File: config.mk
export PLATFORM = sky130hd
export DESIGN_NAME = hea_key_expand
export DESIGN_NICKNAME = d
export VERILOG_FILES = /design/src/rtl/hea_func_pack.sv /design/src/rtl/hea_sbox.sv /design/src/rtl/hea_key_expand.sv
export SDC_FILE = /design/constraint.sdc
export NUM_CORES = 2
export LEC_CHECK = 0
export CELL_PAD_IN_SITES_DETAIL_PLACEMENT = 0
export CELL_PAD_IN_SITES_GLOBAL_PLACEMENT = 1
export CORE_MARGIN = 2
export CORE_UTILIZATION = 40
export CTS_CLUSTER_SIZE = 20
export DETAILED_ROUTE_END_ITERATION = 16
export GPL_ROUTABILITY_DRIVEN = 0
export HOLD_SLACK_MARGIN = 0.03
export PLACE_DENSITY = 0.81
export SYNTH_ARGS = -nofsm -noshare
export SYNTH_HDL_FRONTEND = slang
export SYNTH_SLANG_ARGS = --single-unit
File: constraint.sdc
create_clock -name clk -period 27 [get_ports clk]
set_input_delay 2.7 -clock clk [delete_from_list [all_inputs] [get_ports clk]]
set_output_delay 2.7 -clock clk [all_outputs]
set_load 0.05 [all_outputs]
File: src/rtl/hea_func_pack.sv
// Shared GF(2^8) and word helpers for the HEA datapath, plus the key-schedule
// state type and the AES round-constant table.
package hea_func_pack;

  typedef enum logic {
    IDLE = 1'b0,
    EMIT = 1'b1
  } hea_ke_state_e;

  localparam logic [7:0] AES_RCON [1:10] = '{
    8'h01, 8'h02, 8'h04, 8'h08, 8'h10, 8'h20, 8'h40, 8'h80, 8'h1b, 8'h36
  };

  function automatic logic [31:0] rot_word(input logic [31:0] w);
    return {w[23:0], w[31:24]};
  endfunction

  function automatic logic [7:0] gfmul2(input logic [7:0] a);
    return {a[6:0], 1'b0} ^ (a[7] ? 8'h1b : 8'h00);
  endfunction

  function automatic logic [7:0] gfmul(input logic [7:0] a, input logic [7:0] b);
    logic [7:0] p;
    logic [7:0] x;
    p = 8'h00;
    x = a;
    for (int i = 0; i < 8; i++) begin
      if (b[i]) begin
        p = p ^ x;
      end else begin
        p = p;
      end
      x = gfmul2(x);
    end
    return p;
  endfunction

  // Affine map of the forward S-box: b ^ rotl1..4(b) ^ 0x63.
  function automatic logic [7:0] aes_affine(input logic [7:0] b);
    return b ^ {b[6:0], b[7]} ^ {b[5:0], b[7:6]} ^ {b[4:0], b[7:5]} ^
           {b[3:0], b[7:4]} ^ 8'h63;
  endfunction

endpackage

File: src/rtl/hea_sbox.sv
// Forward AES S-box, purely combinational: GF(2^8) inverse as x^254 followed
// by the affine map. Shared by the key schedule and the SubBytes stage.
module hea_sbox
  import hea_func_pack::*;
(
  input  logic [7:0] in_byte,
  output logic [7:0] out_byte
);

  logic [7:0] x2_s;
  logic [7:0] x3_s;
  logic [7:0] x6_s;
  logic [7:0] x12_s;
  logic [7:0] x15_s;
  logic [7:0] x30_s;
  logic [7:0] x60_s;
  logic [7:0] x120_s;
  logic [7:0] x240_s;
  logic [7:0] x252_s;
  logic [7:0] inv_s;

  // Addition chain 254 = 240 + 12 + 2; zero maps to zero without a special case.
  always_comb begin
    x2_s     = gfmul(in_byte, in_byte);
    x3_s     = gfmul(x2_s, in_byte);
    x6_s     = gfmul(x3_s, x3_s);
    x12_s    = gfmul(x6_s, x6_s);
    x15_s    = gfmul(x12_s, x3_s);
    x30_s    = gfmul(x15_s, x15_s);
    x60_s    = gfmul(x30_s, x30_s);
    x120_s   = gfmul(x60_s, x60_s);
    x240_s   = gfmul(x120_s, x120_s);
    x252_s   = gfmul(x240_s, x12_s);
    inv_s    = gfmul(x252_s, x2_s);
    out_byte = aes_affine(inv_s);
  end

endmodule

File: src/rtl/hea_key_expand.sv
// Iterative AES-128 key schedule: takes one cipher key and streams round keys
// 0..NR, one per accepted output beat, over a valid/ready handshake.
module hea_key_expand
  import hea_func_pack::*;
#(
  parameter int NR = 10
) (
  input  logic         clk,
  input  logic         rst_n,
  input  logic         key_valid,
  output logic         key_ready,
  input  logic [127:0] key_in,
  output logic         rk_valid,
  input  logic         rk_ready,
  output logic [127:0] rk_data,
  output logic [3:0]   rk_idx,
  output logic         rk_last,
  output logic         busy
);

  localparam logic [3:0] LAST_IDX = 4'(NR);

  hea_ke_state_e state_q;
  hea_ke_state_e state_d;
  logic [127:0]  rk_data_q;
  logic [127:0]  rk_data_d;
  logic [3:0]    rk_idx_q;
  logic [3:0]    rk_idx_d;
  logic [7:0]    rcon_q;
  logic [7:0]    rcon_d;

  logic [31:0]   w0_s;
  logic [31:0]   w1_s;
  logic [31:0]   w2_s;
  logic [31:0]   w3_s;
  logic [31:0]   rot_s;
  logic [31:0]   sub_s;
  logic [31:0]   t_s;
  logic [31:0]   n0_s;
  logic [31:0]   n1_s;
  logic [31:0]   n2_s;
  logic [31:0]   n3_s;
  logic [127:0]  next_key_s;

  assign w0_s  = rk_data_q[127:96];
  assign w1_s  = rk_data_q[95:64];
  assign w2_s  = rk_data_q[63:32];
  assign w3_s  = rk_data_q[31:0];
  assign rot_s = rot_word(w3_s);

  for (genvar g = 0; g < 4; g++) begin : g_sbox
    hea_sbox u_sbox (
      .in_byte  (rot_s[8*g +: 8]),
      .out_byte (sub_s[8*g +: 8])
    );
  end

  assign t_s        = sub_s ^ {rcon_q, 24'h000000};
  assign n0_s       = w0_s ^ t_s;
  assign n1_s       = w1_s ^ n0_s;
  assign n2_s       = w2_s ^ n1_s;
  assign n3_s       = w3_s ^ n2_s;
  assign next_key_s = {n0_s, n1_s, n2_s, n3_s};

  // Keys arriving during EMIT are ignored; the last key stays on rk_data after EMIT.
  always_comb begin
    state_d   = state_q;
    rk_data_d = rk_data_q;
    rk_idx_d  = rk_idx_q;
    rcon_d    = rcon_q;
    case (state_q)
      IDLE: begin
        if (key_valid) begin
          state_d   = EMIT;
          rk_data_d = key_in;
          rk_idx_d  = 4'd0;
          rcon_d    = 8'h01;
        end else begin
          state_d   = IDLE;
        end
      end
      EMIT: begin
        if (!rk_ready) begin
          state_d = EMIT;
        end else if (rk_idx_q == LAST_IDX) begin
          state_d = IDLE;
        end else begin
          rk_data_d = next_key_s;
          rk_idx_d  = rk_idx_q + 4'd1;
          rcon_d    = gfmul2(rcon_q);
        end
      end
      default: begin
        state_d = IDLE;
      end
    endcase
  end

  always_ff @(posedge clk or negedge rst_n) begin
    if (!rst_n) begin
      state_q   <= IDLE;
      rk_data_q <= 128'h0;
      rk_idx_q  <= 4'd0;
      rcon_q    <= 8'h01;
    end else begin
      state_q   <= state_d;
      rk_data_q <= rk_data_d;
      rk_idx_q  <= rk_idx_d;
      rcon_q    <= rcon_d;
    end
  end

  assign key_ready = (state_q == IDLE);
  assign rk_valid  = (state_q == EMIT);
  assign busy      = (state_q == EMIT);
  assign rk_last   = (state_q == EMIT) && (rk_idx_q == LAST_IDX);
  assign rk_data   = rk_data_q;
  assign rk_idx    = rk_idx_q;

endmodule

; Yosys cells after proc, flatten, opt, wreduce, memory -nomap -nowiden
; Cells that the tools add are included.
[word_totals]
reg_bits = 141
latchBits = 0
ramBits = 0
rom_bits = 0
output_inout_bits = 136
elab_cells = 1331
n_memories = 0
[classes]
n_addsub = 1
mul = 0
n_div = 0
magnitude_cmp = 0
n_eq_ne = 4
shifts = 0
muxes = 677
bitwise_logic = 643
n_reduce_logical = 2
[op_table]
columns = operator, count
row1 = $xor 8x8->8, 632
row2 = $mux 8, 355
row3 = $mux 5, 309
row4 = $mux 128, 3
row5 = $pmux 128 s2, 1
row6 = $xor 32x32->32, 5
row7 = $not 4->4, 4
row8 = $pmux 8 s2, 1
row9 = $mux 4, 3
row10 = $pmux 4 s2, 1
row11 = $xor 8x5->8, 1
row12 = $ne 2x2->1 const B, 3
row13 = $add 4x1->4 const B, 1
row14 = $eq 4x4->1 const B, 1
row15 = $mux 1, 3
row16 = $reduce_and 3->1, 1
row17 = $pmux 1 s2, 1
row18 = $logic_and 1x1->1, 1
row19 = $not 1->1, 1

; Longest topological paths before layout
[logic_depth]
word_depth = 189
mapped_depth = 81

; By module
; A second synthesis with hierarchy kept.
[hier_totals]
hier_cells = 6255
hier_area_um2 = 52225.1
[modules_own_cells]
columns = module, instances, cells_per_inst, area_per_inst_um2, seq_area_each_um2
row1 = hea_sbox, 4, 1346, 10839.1, 0.0
row2 = hea_key_expand, 1, 871, 8868.5, 3529.6

; Worst setup path after synthesis
; OpenSTA, ideal clock, no wires.
[synth_timing]
path_type = register -> register
start = register rk_data_q[15] (netlist: rk_data[15])
end = register rk_data_q[17] (netlist: rk_data[17])
arrival_time_ns = 19.331
required_time_ns = 26.896
path_slack_ns = 7.565
stages_incl_launch_ff = 74
n_path_buf = 11
path_cell_list = dfrtp_1 -> ha_1 -> buf_4 -> xnor2_2 -> nand2_1 -> xnor2_1 -> xor3_2 -> xor2_2 -> buf_6 -> nor3_1 -> o21ai_0 -> o221ai_1 -> xnor2_1 -> xnor2_1 -> clkinv_1 -> buf_2 -> buf_1 -> ha_1 -> [38 not listed] -> xnor2_1 -> xnor2_1 -> xnor2_1 -> xor2_1 -> mux2_2 -> o21ai_0 -> xnor2_1 -> xnor3_1 -> xnor3_1 -> xnor2_2 -> nand2_1 -> xnor3_1 -> xor3_1 -> xnor3_2 -> xnor3_1 -> xnor2_1 -> o21ai_1 -> a221oi_1
[synth_between]
elab_chain_cells = 182
elab_cells_between_ends = 328
cone_classes = 164 x mux / 164 x bitwise
[synth_lines]
columns = item, line
row1 = from (decl), hea_key_expand.sv:25  ; logic [127:0] rk_data_q;
row2 = from (signal assigned), hea_key_expand.sv:107  ; rk_data_q <= rk_data_d;
row3 = $mux 5 / $mux 8 (equally long branches), "hea_func_pack.sv:19, hea_func_pack.sv:28"
row4 = "$xor 8x8->8, on equally long branches", "hea_func_pack.sv:19, hea_func_pack.sv:29"
row5 = $xor 8x8->8 / $mux 8 (equally long branches), "hea_func_pack.sv:29, hea_func_pack.sv:28"
row6 = $mux 8 / $xor 8x8->8 (equally long branches), "hea_func_pack.sv:28, hea_func_pack.sv:29"
row7 = $xor 8x8->8 / $mux 8 (equally long branches), "hea_func_pack.sv:29, hea_func_pack.sv:28"
row8 = $mux 8 / $xor 8x8->8 (equally long branches), "hea_func_pack.sv:28, hea_func_pack.sv:29"
row9 = $xor 8x8->8 / $mux 8 (equally long branches), "hea_func_pack.sv:29, hea_func_pack.sv:28"
row10 = $mux 8 / $xor 8x8->8 (equally long branches), "hea_func_pack.sv:28, hea_func_pack.sv:29"
row11 = [166 not listed], n/a
row12 = $xor 32x32->32 *, hea_key_expand.sv:58  ; assign t_s = sub_s ^ {rcon_q, 24'h000000};
row13 = $xor 32x32->32 *, hea_key_expand.sv:59  ; assign n0_s = w0_s ^ t_s;
row14 = $xor 32x32->32 *, hea_key_expand.sv:60  ; assign n1_s = w1_s ^ n0_s;
row15 = $xor 32x32->32 *, hea_key_expand.sv:61  ; assign n2_s = w2_s ^ n1_s;
row16 = $xor 32x32->32 *, hea_key_expand.sv:62  ; assign n3_s = w3_s ^ n2_s;
row17 = $mux 128 *, hea_key_expand.sv:85  ; end else if (rk_idx_q == LAST_IDX) begin
row18 = $mux 128 *, hea_key_expand.sv:83  ; if (!rk_ready) begin
row19 = $pmux 128 s2 *, hea_key_expand.sv:71  ; case (state_q)
; Mark *: on every way between the ends. The rest lies on a longest branch, timed or not. The select of a mux whose other input is x is not followed.
; A chain may end at the register's enable or synchronous reset.

; Final worst setup path
[layout_timing]
start = register rk_data_q[13] (netlist: rk_data[13])
end = register rk_data_q[17] (netlist: rk_data[17])
[layout_between]
elab_chain_cells = 182
elab_cells_between_ends = 327
cone_classes = 163 x mux / 164 x bitwise
[layout_lines]
columns = item, line
row1 = $xor 8x8->8, hea_func_pack.sv:19  ; return {a[6:0], 1'b0} ^ (a[7] ? 8'h1b : 8'h00);
row2 = $xor 8x8->8, hea_func_pack.sv:29  ; p = p ^ x;
row3 = $mux 8, hea_func_pack.sv:28  ; if (b[i]) begin
row4 = $xor 8x8->8, hea_func_pack.sv:29
row5 = $mux 8, hea_func_pack.sv:28
row6 = $xor 8x8->8, hea_func_pack.sv:29
row7 = $mux 8, hea_func_pack.sv:28
row8 = $xor 8x8->8, hea_func_pack.sv:29
row9 = [166 not listed], n/a
row10 = $xor 32x32->32 *, hea_key_expand.sv:58
row11 = $xor 32x32->32 *, hea_key_expand.sv:59
row12 = $xor 32x32->32 *, hea_key_expand.sv:60
row13 = $xor 32x32->32 *, hea_key_expand.sv:61
row14 = $xor 32x32->32 *, hea_key_expand.sv:62
row15 = $mux 128 *, hea_key_expand.sv:85
row16 = $mux 128 *, hea_key_expand.sv:83
row17 = $pmux 128 s2 *, hea_key_expand.sv:71
; Marks and branches as above.

==> impl_metrics.json <==
{
  "clkSinkCount": 141,
  "ant_nets": 0,
  "holdPathStages": 2,
  "path_class": "register to register",
  "cp_num_cells": 63,
  "die_w_um": 371,
  "r2r_end": "rk_data[17]",
  "synth_edf_count": 0,
  "grt.total_usage_pct": 23.9,
  "avgRoutedWirePerCell_um": 20.2,
  "grt_max_degree": 132,
  "postSynthAreaPerCell_um2": 8.09,
  "antenna_found_initial": 7,
  "worstPathArrival_ps": 24590,
  "syn-instance-count": 6646,
  "critPathLaunch": "rk_data[13]",
  "final_common_cell": "xnor2_1",
  "first_pass_iters": 6,
  "cts_made_buffers": 17,
  "holdPathEnd": "rk_data[105]",
  "maxSlewHeadroom_pct": 13.1,
  "cts-resized-gates": 0,
  "die_h_um": 371,
  "initial_utilization_pct": 40.3,
  "crit_slowest_cell": "dfrtp_1",
  "num_vias": 48400,
  "path_common_cell": "xnor2_1",
  "ys.flop_type": "dfrtp_1",
  "clkLatencyLatePin_ps": 500,
  "yosysSeqAreaShare_pct": 6.56,
  "dp.final_hpwl_mm": 126,
  "cts_tree": "yes",
  "drive_above_1_share_pct": 8.35,
  "drt_iter0_drc": 4400,
  "yosys_warnings": 0,
  "synthArstFlopShare_pct": 100,
  "portBuffers": 267,
  "min_path_type": "register to register",
  "grt_pass1_vias": 45000,
  "cts_setup_buffers": 0,
  "overflow": 0,
  "path_delay_family": "XOR/XNOR gates",
  "ys_seq_elements": 141,
  "cts_max_level": 4,
  "cts-hold-fix-buffers": 0,
  "reg2reg_from": "rk_data[13]",
  "viasPerCell": 5.74,
  "setup_tns_ps": 0,
  "synth.cell_area_mm2": 0.0538,
  "tightestPinTransition_ps": 1290,
  "dieArea_mm2": 0.137,
  "clk_path_buf_depth": 2,
  "reg2reg_slack_ps": 2800,
  "drc": 0,
  "status": "finished clean",
  "cap_violations": 0,
  "yosys.area.top_type": "xnor2_1",
  "setup_viol": 0,
  "grt_pass1_wl_mm": 265,
  "fillers": 13300,
  "nNetsFinal": 6819,
  "fin_skew_ps": 15.0,
  "synth_top_area_share_pct": 21.1,
  "synth.area.top_cells": "xnor2_1 (21%), xnor3_1 (12%), xor2_1 (7.2%), dfrtp_1 (6.5%), nor2_1 (4.9%)",
  "wirelength_mm": 170,
  "clkTransAtPathRegs_ps": 80,
  "critPathLaunchType": "register",
  "final_cell_mix": "xnor2_1 (1,290), nor2_1 (698), nand2_1 (694)",
  "cts-root-buf": "clkbuf_16",
  "syn2layout_area_growth_pct": 8.23,
  "reg2reg_depth": 63,
  "rows": 134,
  "crit_required_ps": 27390,
  "timing.final.crit_share_pct": 89.6,
  "core_area_mm2": 0.133,
  "worstPathMaxFanout": 26,
  "hold_violations": 0,
  "hp-start": "rk_data[105]",
  "min_period_ps": 24200,
  "crit_path_end_kind": "register",
  "fmax_ghz": 0.0413,
  "worst-path-buf-inv": 8,
  "synth_cell_type_count": 142,
  "rsz0062_at_grt": "no",
  "synth_nets": 6808,
  "critPathMaxStageDelay_ps": 920,
  "io-pin-count": 268,
  "slew_violations": 0
}
==> tightest hold or removal path, cell delays in order, from the launching register on <==
cell	delay, ps
dfrtp_1	390
nand2_1	60
o21ai_0	70
==> stage by stage <==
| stage | util (%) | hold WS (ps) | worst slack [ps] | area (um^2) | instances |
|---|---|---|---|---|---|
| after floorplan | - | 492 | 7570 | 53800 | 6646 |
| after global placement | 43.2 | 508 | 3800 | 57700 | 8406 |
| after detailed placement | 43.2 | 529 | 3240 | 57700 | 8406 |
| after CTS | 43.6 | 552 | 3130 | 58200 | 8437 |
| after global routing | 43.6 | 572 | 931 | 58200 | 8438 |
| final | 43.6 | 548 | 2800 | 58200 | 8440 |
==> final cells by class <==
type                       instances  area [um^2]  share of cell area, %
clock buffer                      18          429                  0.737
clock inverter                    13          119                  0.204
tap                             1768         2210                   3.80
timing repair buffer             436         3950                   6.79
antenna                            3         7.51                 0.0129
multi-input combinational       5923        47400                   81.5
sequential                       141         3530                   6.07
inverter                         138          522                  0.896
==> synth_stat cells (all sizes together), types with 30 or more instances <==
| cell type | instances |
|---|---|
| a211oi | 52 |
| a21o | 32 |
| a21oi | 315 |
| a221oi | 40 |
| a22oi | 30 |
| a311oi | 47 |
| a31oi | 46 |
| and2 | 51 |
| and3 | 52 |
| buf | 222 |
| clkbuf | 220 |
| dfrtp | 140 |
| ha | 30 |
| inv | 122 |
| mux2 | 36 |
| mux2i | 190 |
| nand2 | 697 |
| nand2b | 60 |
| nand3 | 161 |
| nor2 | 700 |
| nor2b | 69 |
| nor3 | 146 |
| nor4 | 52 |
| o211ai | 62 |
| o21ai | 230 |
| o22ai | 114 |
| or3 | 37 |
| xnor2 | 1408 |
| xnor3 | 312 |
| xor2 | 492 |
| xor3 | 38 |
==> how the worst max path moves through the flow <==
stage / endpoint
global placement: rk_data[43]
floorplan: rk_data[17]
detailed placement: rk_data[17]
finish: rk_data[17]
global route: rk_data[17]
CTS: rk_data[17]
==> routing by layer <==
layer  wire length (um)  GRT usage, %
met5                  0             0
met4               3600          5.85
met3              12100          3.35
met2              77800          38.2
met1              76800          33.8
==> state kept, by name (all words and copies together) (netlist names) <==
| signal | flops |
|---|---|
| rk_data | 128 |
| rcon_q | 8 |
| rk_idx | 4 |
| busy | 1 |
==> logic make-up after synthesis <==
family                   after synthesis  synth area share [%]
XOR/XNOR                            2250                  48.5
AND/OR/NAND/NOR                     2153                  18.2
AO/OA/AOI/OAI                       1262                  16.3
buffers and inverters                582                  5.39
multiplexers                         226                  4.30
flip-flops                           141                  6.56
adder cells (fa/ha/maj)               32                 0.735
Power is left out: the tool's default activity adds up to more than one toggle a clock period on the data nets, which glitch-free logic cannot reach.
